===== src/rtl/sram_controller.sv =====
// MEM-stage data-memory responder: one 32-bit access served as two 16-bit async SRAM cycles.
// Optional WRITE_POSTED_EN: writes complete to the pipeline at once and drain in the background.
module sram_controller #(
  parameter int unsigned BASE_ADDR   = 1024,
  parameter int unsigned SRAM_AW     = 18,
  parameter int unsigned WAIT_CYCLES = 4
) (
  input  logic               clk,
  input  logic               rst,
  input  logic               rd_en,
  input  logic               wr_en,
  input  logic [31:0]        address,
  input  logic [31:0]        write_data,
  output logic [31:0]        read_data,
  output logic               ready,
  output logic [SRAM_AW-1:0] sram_addr,
  output logic [15:0]        sram_dq_out,
  output logic               sram_dq_oe,
  input  logic [15:0]        sram_dq_in,
  output logic               sram_we_n,
  output logic               sram_oe_n
);

  localparam int CW = (WAIT_CYCLES > 1) ? $clog2(WAIT_CYCLES) : 1;
  localparam logic [CW-1:0] LAST = CW'(WAIT_CYCLES - 1);

  typedef enum logic [1:0] {
    IDLE,
    LOW,
    HIGH,
    DONE
  } state_t;

  state_t state, state_nx;
  logic [CW-1:0] cnt, cnt_nx;
  logic is_wr;
  logic [SRAM_AW-2:0] word;
  logic [31:0] wdata;
  logic [31:0] offset;
  logic req, req_wr, last;
  logic unused_bits;

  assign offset = address - BASE_ADDR;
  assign req    = rd_en | wr_en;
  assign req_wr = wr_en;
  assign last   = (cnt == LAST);
  assign unused_bits = ^{offset[31:SRAM_AW+1], offset[1:0]};

  always_comb begin
    state_nx    = state;
    cnt_nx      = cnt;
    ready       = 1'b0;
    sram_we_n   = 1'b1;
    sram_oe_n   = 1'b1;
    sram_dq_oe  = 1'b0;
    sram_dq_out = 16'h0000;
    unique case (state)
      IDLE: begin
        ready = ~req;
`ifdef WRITE_POSTED_EN
        if (req_wr)
          ready = 1'b1;
`endif
        if (req) begin
          state_nx = LOW;
          cnt_nx   = '0;
        end
      end
      LOW, HIGH: begin
        if (is_wr) begin
          sram_dq_oe  = 1'b1;
          sram_dq_out = (state == HIGH) ? wdata[31:16] : wdata[15:0];
          // release we_n on the final cycle so address/data hold past the strobe
          sram_we_n   = last;
        end else begin
          sram_oe_n = 1'b0;
        end
        cnt_nx = cnt + CW'(1);
        if (last) begin
          cnt_nx = '0;
          if (state == LOW)
            state_nx = HIGH;
          else
`ifdef WRITE_POSTED_EN
            state_nx = is_wr ? IDLE : DONE;
`else
            state_nx = DONE;
`endif
        end
      end
      DONE: begin
        ready    = 1'b1;
        state_nx = IDLE;
      end
      default: state_nx = IDLE;
    endcase
  end

  always_ff @(posedge clk) begin
    if (rst) begin
      state     <= IDLE;
      cnt       <= '0;
      read_data <= '0;
      sram_addr <= '0;
      is_wr     <= 1'b0;
      word      <= '0;
      wdata     <= '0;
    end else begin
      state <= state_nx;
      cnt   <= cnt_nx;
      if (state == IDLE && req) begin
        is_wr     <= req_wr;
        word      <= offset[SRAM_AW:2];
        wdata     <= write_data;
        sram_addr <= {offset[SRAM_AW:2], 1'b0};
      end
      if (state == LOW && last)
        sram_addr <= {word, 1'b1};
      if (!is_wr && last) begin
        if (state == LOW)
          read_data[15:0] <= sram_dq_in;
        if (state == HIGH)
          read_data[31:16] <= sram_dq_in;
      end
    end
  end

endmodule


===== config.mk =====
export PLATFORM = sky130hd
export DESIGN_NAME = sram_controller
export DESIGN_NICKNAME = d
export VERILOG_FILES = /design/src/rtl/sram_controller.sv
export SDC_FILE = /design/constraint.sdc
export NUM_CORES = 1
export LEC_CHECK = 0
export CORE_MARGIN = 5
export CORE_UTILIZATION = 40
export DETAILED_ROUTE_END_ITERATION = 10
export GPL_ROUTABILITY_DRIVEN = 0
export HOLD_SLACK_MARGIN = 0.03
export MAX_ROUTING_LAYER = met4
export PLACE_DENSITY = 0.71
export SETUP_SLACK_MARGIN = 0.05
export SYNTH_ARGS = -nofsm -noshare
export SYNTH_HDL_FRONTEND = slang
export SYNTH_SLANG_ARGS = --single-unit

===== constraint.sdc =====
create_clock -name clk -period 2.6 [get_ports clk]
set_input_delay 0.52 -clock clk [delete_from_list [all_inputs] [get_ports clk]]
set_output_delay 0.52 -clock clk [all_outputs]
set_load 0.01 [all_outputs]

==> run_results.csv, run 1 <==
group,metric,value,unit
floorplan,fp.dieH,113,µm
clock_tree,htree_levels,3,
timing,timing.final.crit_share,93.5,%
detailed_routing,met3WireLength,443,µm
worst_setup_path,worstSetupEndpointType,"output pin",
detailed_routing,dr.pass1.iters,4,
min_path,hold_path_end,"wdata[1]",
timing,max-slew-margin-rel,55.8,%
worst_setup_path,worstReg2RegStart,"state[0]",
clock_tree,worstSkewPairLatency,0.36,ns
cells_and_area,layout-drive-gt1-share,6.85,%
timing,fin_crit,2.43,ns
detailed_routing,highest_layer,"met4",
global_route,grt_usage,18.6,%
detailed_routing,dr_wl_met2,5.62,mm
worst_setup_path,critical-path-slowest-cell,"clkdlybuf4s50_1",
synthesis,synth_seq_cells,104,
cells_and_area,nNetsFinal,742,
detailed_routing,wl_per_cell,14.2,µm
flow_run,cap_violations,0,
global_route,grt_pass1_wl,19.2,mm
worst_setup_path,crit_chain,"inv_1 > ha_1 > buf_4 > mux2i_1 > nor2_1 > clkdlybuf4s50_1",
detailed_routing,met1_length,5.02,mm
detailed_routing,route.vias.total,3937,
worst_setup_path,critPathRequiredTime,2.08,ns
worst_setup_path,path_buf_inv,3,
clock_tree,path_clk_slew,0.10,ns
floorplan,die_area,12700,µm²
detailed_routing,drt_iter0_drc,173,
detailed_routing,remaining_drc_errors,0,
synthesis,synth.area.top_cells,"dfxtp_1 (49%), nand2_1 (15%), a21oi_1 (9.9%)",
synthesis,ys_types,39,
pwr,p_leak,2.22,nW
floorplan,rows,37,
timing,whs,0.458,ns
timing,worstMarginPinSlew,0.663,ns
synthesis,synth_edf_count,0,
worst_setup_path,r2r_cells,6,
clock_tree,cts_sinks,104,
timing,hold_violations,0,
cells_and_area,diodes,0,
floorplan,start_util,40.9,%
status,status,"complete, no violations",
timing,setup-tns-final,0,ns
synthesis,ys_seq_area_share,49.5,%
synthesis,yosysWarnings,0,
worst_setup_path,cp_max_fo,6,
synthesis,synth_fp_nets,616,
synthesis,netlist.area_leader.share,49.5,%
synthesis,syn_avg_cell_area,8.00,µm²
worst_setup_path,slowest_delay,0.54,ns
synthesis,synth_largest_area_cell,"dfxtp_1",
detailed_routing,postRouteAntennaNets,0,
clock_tree,cts_buffer_depth,2,
synthesis,ys.flop_type,"dfxtp_1",
clock_tree,cts_tree,"built",
worst_setup_path,path_class,"register to output pin",
worst_setup_path,rrSetupSlack,0.81,ns
floorplan,core_area,10300,µm²
timing,finalClockSkew,0.0170,ns
min_path,hp-start,"wdata[1]",
global_route,gr-total-overflow,0,
timing,rsz0062_at_grt,"false",
floorplan,die_w,113,µm
synthesis,synthCells,526,
worst_setup_path,r2r_end,"sram_addr[1]",
global_route,grt_max_degree,43,
clock_tree,post_cts_buffers,0,
synthesis,postSynth.asyncResetShare,0,%
detailed_routing,viasPerCell,4.96,
cells_and_area,area.growth.synth_to_final,41.4,%
pwr,power.density,571,nW/µm²
detailed_routing,wl,11.3,mm
pwr,vdd_ir_drop_max,0.000286,V
timing,max_freq,0.411,GHz
global_route,grt_pass1_vias,4016,
floorplan,ios,154,
synthesis,yosys-top-cells-count,"nand2_1 (166), dfxtp_1 (104), a21oi_1 (83)",
min_path,hold_class,"register to register",
synthesis,post-synth-top-count-cell,"nand2_1",
place,dpl.hpwl,8.19,mm
min_path,hold_depth,2,
clock_tree,ctsRootBufferMaster,"clkbuf_8",
worst_setup_path,arrival,1.91,ns
global_route,antenna_found_initial,0,
synthesis,syn_area,4210,µm²
timing,slew_viol_final,0,
place,portBuffers,138,
worst_setup_path,start_kind,"register",
worst_setup_path,crit_family,"buffers and inverters",
clock_tree,cts_buffers,9,
timing,setup_viol_count_final,0,
## power breakdown
part | internal [mW] | total [mW] | switching, mW
registers | 1.70 | 1.76 | 0.0601
clock network | 0.464 | 1.05 | 0.581
logic | 0.294 | 0.587 | 0.294
## timing repair
action	in CTS	in global routing
endpoints found under the setup margin	19	3
endpoints found under the hold margin	0	0
gates resized for setup	18	3
hold buffers	0	0
## worst max path at each step
stage	start	end	slack [ns]	cells after the start
2_1_floorplan	state[0]	sram_dq_out[10]	0.54	6
3_3_place_gp	wr_en	ready	0.10	5
3_5_place_dp	rd_en	ready	0.12	5
4_1_cts	state[0]	ready	0.08	6
5_1_grt	state[0]	sram_dq_out[4]	0.05	6
6_report	state[0]	sram_dq_out[2]	0.17	6
## metrics by stage
step	instance area [µm²]	instances	utilization (%)	power, mW	setup slack [ns]
final	5950	793	57.9	3.39	0.168
after global routing	5950	793	57.9	3.57	0.0519
after CTS	5940	793	57.8	3.43	0.0758
after detailed placement	5730	777	55.7	2.38	0.120
after global placement	5730	777	55.7	2.36	0.101
after floorplan	4210	526	-	2.09	0.542
## cell type report
cell class | instances | area [µm²]
fillers | 984 | 4330
flip-flops and latches | 104 | 2080
multi-input cells | 375 | 1930
repair buffers | 151 | 1510
well taps | 136 | 170
clock buffers | 9 | 124
clock inverters | 7 | 83.8
inverters | 11 | 43.8
## routing by layer
metal,global-route usage (%),vias up
li1,-,1997
met1,22.4,1828
met2,31.6,98
met3,3.40,14
met4,5.93,0
met5,-,-
## worst reg2reg max path: stages, from the launching register on
cell and delay (ns):
dfxtp_2 0.35, inv_1 0.08, ha_2 0.25, o21a_2 0.52
buf_12 0.27, nand2_1 0.10, a31oi_1 0.17
## flip-flops by register name, summed over array words and instances, names as in the netlist
signal     count
read_data     32
wdata         32
sram_addr     18
state          2
cnt            2
word          17
is_wr          1
## layout by cell type (no fill, tap or decap), types with 2 or more instances in the layout
cell and instances:
o21ai_1 9, buf_12 3, dfxtp_2 2, dlygate4sd2_1 11, o211ai_1 3, clkbuf_8 9
inv_6 3, o221ai_1 2, nor2_2 2, a211oi_1 2, buf_4 9, a31oi_1 10
nand2b_1 2, mux2i_1 18, dlymetal6s2s_1 3, dfxtp_1 102, nand2_1 165, ha_1 5
a32oi_1 2, xnor2_1 4, nor3b_1 2, o21ai_0 14, clkdlybuf4s50_1 123, inv_1 10
nand3_1 2, o32ai_1 2, nor2_1 32, a21oi_1 83
## kinds of logic (layout without fill, tap and decap cells)
family	after synthesis	after routing	synth area share, %
simple gates	216	216	21.5
compound gates	131	131	17.0
flops	104	104	49.5
buf+inv	47	178	5.18
mux	18	18	4.28
fa+ha+maj	6	6	1.78
xor+xnor	4	4	0.833
(Power assumes the default switching activity.)
==> inputs of run 2 (changes only) <==
Settings changed: DONT_BUFFER_PORTS set to 1, PLACE_DENSITY 0.71 to 0.52.
==> run_results.csv, run 2 (synthesis gave the netlist of run 1 again) <==
group,metric,value,unit
status,status,"complete, no violations",
min_path,hold_class,"input pin to register",
floorplan,ios,154,
floorplan,start_util,40.9,%
worst_setup_path,critPathRequiredTime,2.08,ns
clock_tree,worstSkewPairLatency,0.37,ns
clock_tree,cts_buffers,9,
global_route,grt_pass1_vias,3222,
cells_and_area,reg_top3,"read_data x32, wdata x32, sram_addr x18",
detailed_routing,remaining_drc_errors,0,
pwr,vdd_ir_drop_max,0.000322,V
worst_setup_path,critical-path-slowest-cell,"ha_2",
pwr,power.density,692,nW/µm²
worst_setup_path,path_class,"register to output pin",
timing,finalClockSkew,0.00918,ns
clock_tree,cts_buffer_depth,2,
clock_tree,cts_sinks,104,
global_route,grt_use_met1,20.4,%
cells_and_area,multi_input_area,1930,µm²
pwr,total_power,3.10,mW
detailed_routing,drt_iter0_drc,170,
timing,max_freq,0.418,GHz
timing,rsz0062_at_grt,"false",
global_route,met3_usage,6.04,%
clock_tree,path_clk_slew,0.10,ns
cells_and_area,area.growth.synth_to_final,6.31,%
worst_setup_path,slowest_delay,0.43,ns
timing,whs,0.216,ns
cells_and_area,ff_latch_area,2080,µm²
timing,hold_violations,0,
clock_tree,htree_levels,3,
worst_setup_path,start_kind,"register",
worst_setup_path,arrival,1.87,ns
clock_tree,ctsRootBufferMaster,"clkbuf_8",
detailed_routing,dr.pass1.iters,4,
floorplan,die_w,113,µm
floorplan,fp.dieH,113,µm
timing,timing.final.crit_share,92.0,%
detailed_routing,route.vias.total,3399,
min_path,hold_depth,1,
detailed_routing,wl,10.3,mm
worst_setup_path,cp_max_fo,11,
cells_and_area,fillCellCount,1073,
global_route,gr-total-overflow,0,
timing,setup_viol_count_final,0,
floorplan,core_area,10300,µm²
cells_and_area,layout_common_cells,"nand2_1 (165), dfxtp_1 (104), a21oi_1 (83), nor2_1 (32), mux2i_1 (18)",
cells_and_area,nNetsFinal,597,
global_route,grt_max_degree,91,
clock_tree,cts_tree,"built",
timing,slew_viol_final,0,
floorplan,die_area,12700,µm²
cells_and_area,diodes,0,
detailed_routing,wl_per_cell,15.9,µm
global_route,busiest_layer,"met2",
cells_and_area,layout-drive-gt1-share,6.84,%
timing,setup-tns-final,0,ns
timing,fin_crit,2.39,ns
place,dpl.hpwl,6.95,mm
flow_run,cap_violations,0,
timing,max-slew-margin-rel,54.8,%
global_route,grt_pass1_wl,16.3,mm
detailed_routing,viasPerCell,5.25,
cells_and_area,final_common_cell,"nand2_1",
place,portBuffers,0,
clock_tree,post_cts_buffers,0,
floorplan,rows,37,
worst_setup_path,crit_chain,"inv_1 > ha_2 > nand2_2 > buf_4 > nor2_1",
worst_setup_path,r2r_cells,6,
pwr,p_leak,1.54,nW
global_route,grtUsageMet2,24.2,%
global_route,antenna_found_initial,0,
timing,worstMarginPinSlew,0.675,ns
detailed_routing,postRouteAntennaNets,0,
global_route,grt_usage,16.3,%
worst_setup_path,worstSetupEndpointType,"output pin",
[run 2: changes by cell type in the layout (fill, tap and decap cells not counted), moves of 2 or more]
cell / change
dfxtp_2: -2
buf_4: -4
clkinv_2: +2
dlymetal6s2s_1: -3
dlygate4sd2_1: -11
clkdlybuf4s50_1: -123
buf_12: -2
inv_6: -2
clkbuf_8: +3
dfxtp_1: +2
[run 2: cell type report]
cell class,count,share of cell area [%]
Clock buffer,12,3.69
Tap cell,136,3.81
Multi-Input combinational cell,375,43.1
Timing Repair Buffer,6,1.29
Inverter,11,0.979
Clock inverter,4,0.588
Sequential cell,104,46.6
[run 2: per-layer routing]
layer,share of wire (%),routed length [µm]
met5,0,0
met4,1.0,107
met3,8.6,891
met2,45,4610
met1,46,4710
[run 2: path summary, 6_finish.rpt]
check	from	to	slack (ns)
hold reg to reg	word[13]	sram_addr[14]	0.45
hold / removal	rst	read_data[20]	0.22
setup / recovery	state[1]	sram_dq_out[12]	0.21
setup reg to reg	state[1]	read_data[10]	0.80
[run 2: through the flow]
step | std cells | utilization (%) | worst slack (ns) | instance area [µm²]
6_report | 648 | 43.5 | 0.208 | 4470
5_1_grt | 648 | 43.5 | 0.0588 | 4470
4_1_cts | 648 | 43.5 | 0.115 | 4470
3_5_place_dp | 632 | 41.6 | 0.441 | 4270
3_3_place_gp | 632 | 41.6 | 0.502 | 4270
2_1_floorplan | 526 | - | 0.542 | 4210
[run 2: worst max-delay path: cells and delay by family (launching register included)]
kind	cells	cell delay [ns]
buf+inv	2	0.30
simple gates	2	0.38
fa+ha+maj	1	0.43
flops	1	0.41
[run 2: repair_timing]
| action | 4_1_cts | 5_1_grt |
|---|---|---|
| hold buffers | 0 | 0 |
| setup endpoints to repair | 11 | 11 |
| resized for setup | 1 | 2 |
| cloned | 0 | 0 |
[run 2: report_power, final]
group | internal, mW | switching [mW] | leakage (nW) | total, mW
Clock | 0.428 | 0.547 | 0.0988 | 0.975
Sequential | 1.70 | 0.0755 | 0.852 | 1.78
Combinational | 0.131 | 0.213 | 0.588 | 0.344
Total | 2.26 | 0.836 | 1.54 | 3.10
==> inputs of run 3 (changes only) <==
Settings changed: SETUP_SLACK_MARGIN 0.05 to 0.5.
==> run_results.csv, run 3 (synthesis gave the netlist of run 1 again) <==
group,metric,value,unit
pwr,comb_power_share,12.9,%
detailed_routing,dr_wl_met2,4.91,mm
cells_and_area,fin_area,4880,µm²
pwr,p_leak,1.64,nW
global_route,gr-total-overflow,0,
detailed_routing,highest_layer,"met4",
global_route,grt_pass1_wl,16.6,mm
detailed_routing,remaining_drc_errors,0,
detailed_routing,dr.pass1.iters,4,
floorplan,start_util,40.9,%
detailed_routing,met3WireLength,884,µm
worst_setup_path,crit_chain,"buf_6 > ha_4 > clkbuf_16 > mux2i_4 > nor2_4",
timing,timing.final.crit_share,78.7,%
timing,setup_viol_count_final,0,
detailed_routing,route.vias.total,3434,
pwr,power.density,651,nW/µm²
timing,finalClockSkew,0.00939,ns
global_route,antenna_found_initial,0,
worst_setup_path,cp_max_fo,5,
cells_and_area,stdcell_count,655,
clock_tree,path_clk_slew,0.09,ns
detailed_routing,met1_length,4.73,mm
floorplan,die_area,12700,µm²
floorplan,rows,37,
pwr,switching_share,27.7,%
clock_tree,cts_sinks,104,
cells_and_area,final_common_cell,"nand2_1",
detailed_routing,postRouteAntennaNets,0,
floorplan,die_w,113,µm
global_route,grt_usage,16.6,%
pwr,pwr-share-clk,30.7,%
floorplan,fp.dieH,113,µm
worst_setup_path,path_class,"register to output pin",
place,post-place-ws,0.441,ns
worst_setup_path,critical-path-slowest-cell,"dfxtp_4",
cells_and_area,fillCellCount,1040,
pwr,internal-power,2.30,mW
cells_and_area,reg_top3,"read_data x32, wdata x32, sram_addr x18",
pwr,power_frac_seq,56.5,%
timing,hold_violations,0,
global_route,grt_max_degree,91,
timing,rsz0062_at_grt,"true",
min_path,hold_class,"input pin to register",
worst_setup_path,start_kind,"register",
worst_setup_path,slowest_delay,0.37,ns
status,status,"complete, no violations",
clock_tree,htree_levels,3,
detailed_routing,viasPerCell,5.24,
place,portBuffers,0,
detailed_routing,wl_per_cell,16.3,µm
global_route,grt_pass1_vias,3263,
cells_and_area,utilization,47.5,%
cells_and_area,layout-drive-gt1-share,14.8,%
pwr,vdd_ir_drop_max,0.000323,V
worst_setup_path,arrival,1.53,ns
timing,setup-tns-final,0,ns
place,dpl.hpwl,6.95,mm
cells_and_area,ff_latch_area,2090,µm²
cells_and_area,nNetsFinal,604,
timing,max-slew-margin-rel,55.0,%
worst_setup_path,critPathRequiredTime,2.08,ns
clock_tree,cts_buffers,9,
cells_and_area,diodes,0,
timing,max_freq,0.488,GHz
detailed_routing,wl,10.7,mm
clock_tree,worstSkewPairLatency,0.37,ns
timing,whs,0.218,ns
place,dp_cells,632,
pwr,p_sw,880,µW
clock_tree,cts_tree,"built",
flow_run,cap_violations,0,
place,placed_cell_area,4270,µm²
timing,slew_viol_final,0,
clock_tree,cts_buffer_depth,2,
detailed_routing,drt_iter0_drc,166,
pwr,total_power,3.18,mW
worst_setup_path,worstSetupEndpointType,"output pin",
cells_and_area,multi_input_area,2210,µm²
timing,fin_ws,0.553,ns
cells_and_area,layout_common_cells,"nand2_1 (165), dfxtp_1 (102), a21oi_1 (83), nor2_1 (15), o21ai_0 (14)",
cells_and_area,area.growth.synth_to_final,16.0,%
clock_tree,holdBufCountCts,0,
floorplan,ios,154,
timing,worstMarginPinSlew,0.674,ns
timing,fin_crit,2.05,ns
floorplan,core_area,10300,µm²
clock_tree,ctsRootBufferMaster,"clkbuf_8",
## run 3: changes by cell type in the layout (fill, tap and decap cells not counted), moves of 6 or more
cell     delta
nor2_2      +6
mux2i_1    -13
mux2i_4    +11
nor2_1     -17
nor2_4     +11
## run 3: power by group through the flow
| stage | clock (mW) | sequential, mW | combinational (mW) |
|---|---|---|---|
| CTS | 1.01 | 1.78 | 0.380 |
| detailed placement | 0 | 1.81 | 0.346 |
| global route | 1.08 | 1.81 | 0.460 |
| floorplan | 0 | 1.80 | 0.298 |
| global placement | 0 | 1.81 | 0.334 |
| finish | 0.974 | 1.79 | 0.409 |
## run 3: layout make-up
class | instances | share of cell area, %
clock buffers | 12 | 3.38
clock inverters | 4 | 0.538
inverters | 11 | 0.897
multi-input cells | 375 | 45.4
flip-flops and latches | 104 | 42.8
well taps | 136 | 3.49
repair buffers | 13 | 3.56
## run 3: path summary, 6_finish.rpt
path	depth (start not counted)	from	slack, ns	to
worst min-delay path	1	rst	0.22	read_data[13]
worst min register to register	2	word[13]	0.45	sram_addr[14]
worst max-delay path	5	state[1]	0.55	sram_dq_out[0]
worst max register to register	6	state[0]	0.82	read_data[10]
## run 3: repair_timing
action,CTS,global route
gates cloned,0,2
buffers inserted,2,3
pin swaps,2,6
hold endpoints to repair,0,0
gates resized for setup,38,35
setup endpoints to repair,19,17
## run 3: metal layers
metal | global-route usage (%) | vias to the layer above
met5 | - | -
li1 | - | 1726
met2 | 24.7 | 108
met1 | 20.9 | 1589
met3 | 6.04 | 11
met4 | 5.29 | 0
## run 3: worst max-delay path: cells and delay by family, from the launching register on
family,cells,cell delay [ns]
mux,1,0.19
flops,1,0.37
fa+ha+maj,1,0.17
simple gates,1,0.14
buf+inv,2,0.29
